File: src/rtl/sha_padder.sv
// sha_padder: FIPS 180-4 message padder that turns a 64-bit word stream into
// 512/1024-bit SHA blocks, holding one block at a time for the engine.
package sha;
    typedef enum logic [2:0] {sha1, sha224, sha256, sha384, sha512, sha512_224, sha512_256} mode_t;
    typedef logic [1023:0] msg_t;
    function automatic logic is_wide(mode_t m);
        return m inside {sha384, sha512, sha512_224, sha512_256};
    endfunction
endpackage

module sha_padder (
    input  logic        clk,
    input  logic        rstn,
    input  logic        s_valid,
    output logic        s_ready,
    input  logic [63:0] s_data,
    input  logic        s_last,
    input  logic [3:0]  s_bytes,
    input  sha::mode_t  s_mode,
    output logic        blk_valid,
    input  logic        blk_ready,
    output logic        blk_new_msg,
    output sha::mode_t  blk_mode,
    output sha::msg_t   blk_msg
);
    localparam logic [1:0] ST_FILL = 2'd0, ST_SEND = 2'd1, ST_LENBLK = 2'd2;

    logic [1:0] state;
    logic [1023:0] nb, nxt, lb, placed;
    logic [3:0] idx, nbytes;
    logic [60:0] byte_cnt, cnt_nxt;
    logic in_msg, new_msg, last_blk, len_pend, pad_pend;
    sha::mode_t mode, cur_mode;
    logic wide, last_slot, fits;
    logic [6:0] base;
    logic [7:0] p;
    logic [63:0] masked;
    logic [127:0] word;

    // Buffer is kept in block byte order (byte 0 at [1023:1016]); 512-bit modes use the top half.
    function automatic logic [1023:0] with_len(logic [1023:0] b, logic w, logic [63:0] len);
        return w ? {b[1023:64], len} : {b[1023:576], len, b[511:0]};
    endfunction

    assign s_ready = state == ST_FILL;
    assign blk_valid = state == ST_SEND;
    assign blk_new_msg = new_msg;
    assign blk_mode = mode;
    assign blk_msg = sha::is_wide(mode) ? nb : {512'b0, nb[1023:512]};

    assign cur_mode = in_msg ? mode : s_mode;
    assign wide = sha::is_wide(cur_mode);
    assign nbytes = s_last ? s_bytes : 4'd8;
    assign base = {idx, 3'b0};
    assign p = {1'b0, base} + {4'b0, nbytes};
    assign last_slot = idx == (wide ? 4'd15 : 4'd7);
    assign cnt_nxt = byte_cnt + 61'(nbytes);
    assign fits = ({1'b0, p} + (wide ? 9'd16 : 9'd8)) < (wide ? 9'd128 : 9'd64);
    assign masked = s_data & ~(64'hFFFF_FFFF_FFFF_FFFF >> {nbytes, 3'b0});
    // A full last word pushes the 0x80 into the following word, or out of the block entirely.
    assign word = {masked, 64'b0} | (s_last ? ({8'h80, 120'b0} >> {nbytes, 3'b0}) : 128'b0);
    assign placed = {word, 896'b0} >> {base, 3'b0};
    assign nxt = (s_last && fits) ? with_len(nb | placed, wide, {cnt_nxt, 3'b0}) : nb | placed;
    assign lb = with_len({pad_pend, 1023'b0}, sha::is_wide(mode), {byte_cnt, 3'b0});

    always_ff @(posedge clk) begin
        if (!rstn) begin
            state <= ST_FILL;
            nb <= '0;
            idx <= '0;
            byte_cnt <= '0;
            in_msg <= 1'b0;
            new_msg <= 1'b0;
            last_blk <= 1'b0;
            len_pend <= 1'b0;
            pad_pend <= 1'b0;
            mode <= sha::sha1;
        end else begin
            case (state)
                ST_FILL: if (s_valid) begin
                    nb <= nxt;
                    byte_cnt <= cnt_nxt;
                    idx <= idx + 4'd1;
                    if (!in_msg) begin
                        mode <= s_mode;
                        in_msg <= 1'b1;
                        new_msg <= 1'b1;
                    end
                    if (s_last) begin
                        state <= ST_SEND;
                        last_blk <= 1'b1;
                        len_pend <= !fits;
                        pad_pend <= last_slot && nbytes == 4'd8;
                        idx <= '0;
                    end else if (last_slot) begin
                        state <= ST_SEND;
                        last_blk <= 1'b0;
                        idx <= '0;
                    end
                end
                ST_SEND: if (blk_ready) begin
                    nb <= '0;
                    new_msg <= 1'b0;
                    state <= (last_blk && len_pend) ? ST_LENBLK : ST_FILL;
                    if (last_blk && !len_pend) begin
                        byte_cnt <= '0;
                        in_msg <= 1'b0;
                    end
                end
                ST_LENBLK: begin
                    nb <= lb;
                    len_pend <= 1'b0;
                    pad_pend <= 1'b0;
                    state <= ST_SEND;
                end
                default: state <= ST_FILL;
            endcase
        end
    end
endmodule
File: config.mk
export PLATFORM = sky130hd
export DESIGN_NAME = sha_padder
export DESIGN_NICKNAME = d
export VERILOG_FILES = /design/src/rtl/sha_padder.sv
export SDC_FILE = /design/constraint.sdc
export NUM_CORES = 2
export LEC_CHECK = 0
export CAP_MARGIN = 20
export CORE_AREA = 2 2 430 432
export CTS_CLUSTER_DIAMETER = 30
export DETAILED_ROUTE_END_ITERATION = 8
export DIE_AREA = 0 0 432 434
export REMOVE_ABC_BUFFERS = 1
export SLEW_MARGIN = 20
export SYNTH_ARGS = -nofsm -noshare
export SYNTH_HDL_FRONTEND = slang
export SYNTH_SLANG_ARGS = --single-unit
export TNS_END_PERCENT = 5
File: constraint.sdc
create_clock -name clk -period 7.4 [get_ports clk]
set_input_delay 0.74 -clock clk [delete_from_list [all_inputs] [get_ports clk]]
set_output_delay 0.74 -clock clk [all_outputs]
set_load 0.05 [all_outputs]
After elaboration in Yosys (flattened, before gate mapping)
Cells that the tools add are included.

storage, ports and cells
  word-level logic and storage cells = 101
  register bits = 1099
  input bits = 76

cells by class
  shifts and indexed selects = 3
  mux-type cells = 41
  eq/ne operators = 18
  $lt $le $gt $ge = 1
  $add $sub $neg = 4
  reductions and logical operators = 20
  bitwise gates (word level) = 4

operators by type and width
  kind                                                 number
  two-way mux 1024 bit                                 3
  one-hot mux 1024 bit (3 select lines)                1
  two-way mux 576 bit                                  3
  bitwise OR 1024 bit                                  1
  >> shifter 1024 x 10 -> 1024 bit                     1
  two-way mux 61 bit                                   3
  two-way mux 128 bit                                  1
  bitwise OR 128 bit                                   1
  >> shifter 128 x 7 -> 128 bit, first input constant  1
  one-hot mux 61 bit (2 select lines)                  1
  bitwise AND 64 bit                                   1
  NOT 64 bit                                           1
  >> shifter 64 x 7 -> 64 bit, first input constant    1
  adder 61 x 4 -> 61 bit                               1
  == test 3 bit, second input constant                 6
  two-way mux 4 bit                                    4
  two-way mux 1 bit                                    12
  AND reduction 3 bit                                  4
  two-way mux 2 bit                                    5
  adder 8 x 5 -> 9 bit                                 1
  less-than comparator 9 x 8 -> 1 bit                  1
  adder 7 x 4 -> 8 bit                                 1
  two-way mux 8 bit                                    1
  one-hot mux 1 bit (2 select lines)                   4
  other kinds (20)                                     32

Depth between registers and ports, before layout
  depth in word-level cells = 11
  depth in mapped cells = 18

Worst setup path before layout
OpenSTA, ideal clock, no wires.

  kind = register to register
  from = register mode[2], in the netlist blk_mode[2]
  to = register nb[30]
  data required time = 7266 ps
  clock period less this slack = 3841 ps
  cell stages (with the launch flop) = 19
  data arrival time = 3708 ps
  path slack = 3559 ps
  buffers on the path = 4
  setup time = 134 ps
  path through = dfxtp_1 and3b_1 clkbuf_1 o21ai_2 nand2_1 ha_1 ha_1 a31oi_1 nor2_1 ha_1 nand2b_1 or2_2 a21o_1 buf_2 and3_1 clkbuf_1 buf_2 a221oi_1 o22ai_1

on the way
  cells in the longest elaborated chain, start to end = 10

ends and longest elaborated chain
  element                                                  RTL line  text
  start: declaration                                       33        sha::mode_t mode, cur_mode;
  start signal: assignment                                 77        mode <= sha::sha1;
  start signal: assignment                                 85        mode <= s_mode;
  two-way mux 3 bit                                        -
  == test 3 x 2 -> 1 bit or == test 3 bit (tied branches)  7         return m inside {sha384, sha512, sha512_224, sha512_256};
  nonzero test 4 bit                                       7
  two-way mux 5 bit                                        58        assign fits = ({1'b0, p} + (wide ? 9'd16 : 9'd8)) < (wide ? 9'd128 : 9'd64);
  adder 8 x 5 -> 9 bit                                     58
  less-than comparator 9 x 8 -> 1 bit                      58
  logical AND 1 bit                                        63        assign nxt = (s_last && fits) ? with_len(nb | placed, wide, {cnt_nxt, 3'b0}) : nb | placed;
  two-way mux 576 bit                                      63
  two-way mux 1024 bit                                     80        ST_FILL: if (s_valid) begin
  one-hot mux 1024 bit (3 select lines) (*)                79        case (state)
  end signal: assignment                                   81        nb <= nxt;
  end signal: assignment                                   111       nb <= lb;
  end: declaration                                         29        logic [1023:0] nb, nxt, lb, placed;

Mark *: on every way between the ends. The rest lies on a longest branch, timed or not. The select of a mux whose other input is x is not followed.
A chain may end at the register's enable or synchronous reset.

Final worst setup path
  from = register mode[2], in the netlist blk_mode[2]
  to = output port blk_msg[284]

on the way
  cells in the longest elaborated chain, start to end = 3

ends and longest elaborated chain
  element                                                  RTL line  text
  == test 3 x 2 -> 1 bit or == test 3 bit (tied branches)  7
  nonzero test 4 bit (*)                                   7
  two-way mux 1024 bit (*)                                 49        assign blk_msg = sha::is_wide(mode) ? nb : {512'b0, nb[1023:512]};
  end: declaration                                         24        output sha::msg_t blk_msg

Mark *: on every way between the ends. The rest lies on a longest branch, timed or not.

==> impl_metrics.ini <==
[sta]
finalSetupTns_ps = 0
fin_skew_ps = 45.5
max_freq_mhz = 184
timing.final.ws_setup_ps = 1950
maxSlewHeadroom_pct = 23.8
fin_crit_sh_pct = 73.6
setup_violations = 0
hold_viol = 0
period_minus_slack_ps = 5450
finalMaxSlewViolations = 0
rsz0062_at_grt = false
tightest_slew_ps = 1140

[routing]
routed_wl_mm = 253
drtAntennaViolNets = 0
drc = 0
wl_per_cell_microns = 24.0
drt_pass1_iterations = 6
via_per_inst = 5.17
dr_total_vias = 54505
drtIter0Drc = 5553

[power_and_ir_drop]
ir_drop_v = 0.000208
cellPowerDensity_mw_per_mm2 = 290
p_leak_nw = 29.1
netSwitchingFraction_pct = 26.4
p_comb_share_pct = 10.2
clkPwrFrac_pct = 60.8
seq_power_share_pct = 29.0
power.internal_mw = 15.6
net-switching-power_mw = 5.60

[cells_and_area]
drive_gt1_share_pct = 8.43
area.growth.synth_to_final_pct = 45.3
nets = 8012
design_area_sq_mm = 0.0732

[floorplanning]
die_w_microns = 432
rows = 157
fp.coreArea_sq_mm = 0.182
io_pins = 1106
initial_utilization_pct = 27.6
die_h_microns = 434
die_area_sq_mm = 0.187

[synth]
ys_seq_area_share_pct = 43.7
ys_types = 91
yosys.area.top_type_share_pct = 43.7
syn-instance-count = 7046
synthTopCellsByCount = nand2_1, a21oi_1, dfxtp_1
synth_seq_cells = 1099
synth.avg_cell_area_sq_um = 7.15
synth.most_common_cell = nand2_1
synth_edf_count = 0
yosys.area.top_type = dfxtp_1
synth.area.top_cells = dfxtp_1, nand2_1, a21oi_1, nor2_1, and2_1
synth_area_sq_mm = 0.0504
synth_warnings = 0
synth-async-reset-ratio_pct = 0
dominantRegCellSynth = dfxtp_1

[worst_setup_path]
crit_path_max_incr_delay_ps = 830
crit_chain = a21boi_1 -> or2_4 -> buf_12 -> nand2_1 -> nand2_1 -> clkdlybuf4s50_1
cpMostUsedCell = nand2_1
start_kind = flop
critPathMaxFanout = 187
crit_arrival_ps = 4710
crit_type = flop to output port
cp-end-kind = output port
crit_required_ps = 6660
critPathSlowestCell = clkdlybuf4s50_1

[clock_tree]
clock_path_buffers = 4
insertion_delay_ps = 890
root_buffer = clkbuf_16
clock_sinks = 1099
path_clk_slew_ps = 40
cts_setup_buffers = 0
cts_tree = yes
ctsResizeCount = 0
cts_hold_buf = 0
htree_num_levels = 5
cts_buffers = 295

[global_route]
grt_overflow = 0
grtUsageTotal_pct = 25.6
antenna_found_initial = 33
first_global_vias = 51639
grt_pass1_wl_mm = 357
grt_max_degree = 196

[status]
outcome = complete, no violations

[place]
placed_cell_area_sq_mm = 0.0631
gp_congestion = 0.921
portBuffers = 1105
pre_cts_ws_ps = 1880
dp_hpwl_mm = 172

[worst_hold_path]
hold_path_class = primary input to flop

[flow_run]
drv_cap = 0
power by group through the flow:
stage          clock network [mW]  logic, mW  registers [mW]
6_report                     12.9       2.17            6.17
2_1_floorplan                   0       1.19            6.23
4_1_cts                      13.0       2.16            6.17
3_3_place_gp                    0       2.14            6.27
5_1_grt                      13.4       2.28            6.17
3_5_place_dp                    0       2.16            6.27
metrics by stage:
step                util (%)  cells  total power [mW]  hold slack (ps)
finish                  40.1  10537              21.2              374
detailed placement      34.6  10008              8.43              453
CTS                     40.0  10520              21.4              292
global placement        34.5  10008              8.41              447
global route            40.1  10536              21.8              360
floorplan                  -   6396              7.41              437
flip-flops by register name (all words and copies together) (netlist names):
name,count
nb,1024
byte_cnt,61
idx,4
blk_mode,3
state,2
blk_new_msg,1
in_msg,1
last_blk,1
len_pend,1
pad_pend,1
metal layers:
metal  vias to the layer above  global-route usage, %  share of wire [%]
li1                      25025                      -                  -
met1                     26069                   30.9                 39
met2                      2854                   41.5                 47
met3                       545                   5.65                8.0
met4                        12                   15.1                5.8
met5                         -                      0              0.030
worst paths after layout:
kind / from / endpoint / slack [ps] / cells past startpoint
min reg2reg: nb[230] / nb[230] / 460 / 2
max reg2reg: in_msg / nb[535] / 2350 / 14
max: blk_mode[2] / blk_msg[284] / 1950 / 6
min: rstn / nb[20] / 370 / 3
logic make-up after synthesis:
group	after synthesis	synth area share, %
muxes	21	0.442
DFF	1099	43.7
and+or+nand+nor	3638	31.9
xor gates and xnor gates	42	0.731
buffers and inverters	676	5.51
AOI/OAI and AO/OA	1556	17.3
adders and majority gates	14	0.363
area by class of cell:
class | count | area [sq um]
clock buffers | 394 | 8380
flip-flops and latches | 1099 | 22000
repair buffers | 1229 | 12200
clock inverters | 118 | 1640
multi-input cells | 5271 | 25800
well taps | 2385 | 2980
inverters | 26 | 100
diodes | 15 | 37.5
fillers | 18465 | 109000
worst max-delay path: cells and delay by family, from the launching register on:
family / cells / cell delay [ps]
buffers and inverters: 2 / 1340
flip-flops: 1 / 360
AND/OR/NAND/NOR: 3 / 1130
AO/OA/AOI/OAI: 1 / 650
layout by cell type, fill, tap and decap left out, types with 16 or more instances in the layout:
cell type	netlist	final
nand2_1	1692	1689
a21oi_1	1110	1109
clkdlybuf4s50_1	0	1104
dfxtp_1	1099	1099
nor2_1	1016	1001
and2_1	566	565
clkbuf_16	0	299
buf_4	4	107
o21ai_0	105	105
nand3_1	75	75
and3_1	60	60
clkbuf_8	0	54
nor3_1	55	50
a31oi_1	43	43
a211oi_1	42	42
o22ai_1	41	41
clkbuf_1	447	41
clkinv_2	0	37
bufinv_16	0	36
a22oi_1	29	29
nand4_1	28	28
clkinvlp_4	0	27
xnor2_1	25	25
o32ai_1	25	25
or3_1	25	24
inv_1	23	23
a21o_1	19	18
xor2_1	17	17
nor2_4	1	16
and4_1	16	16
nor4_1	17	16
a211o_1	16	16
buf_12	0	16
Note: power is estimated with default switching activity, not from simulation.
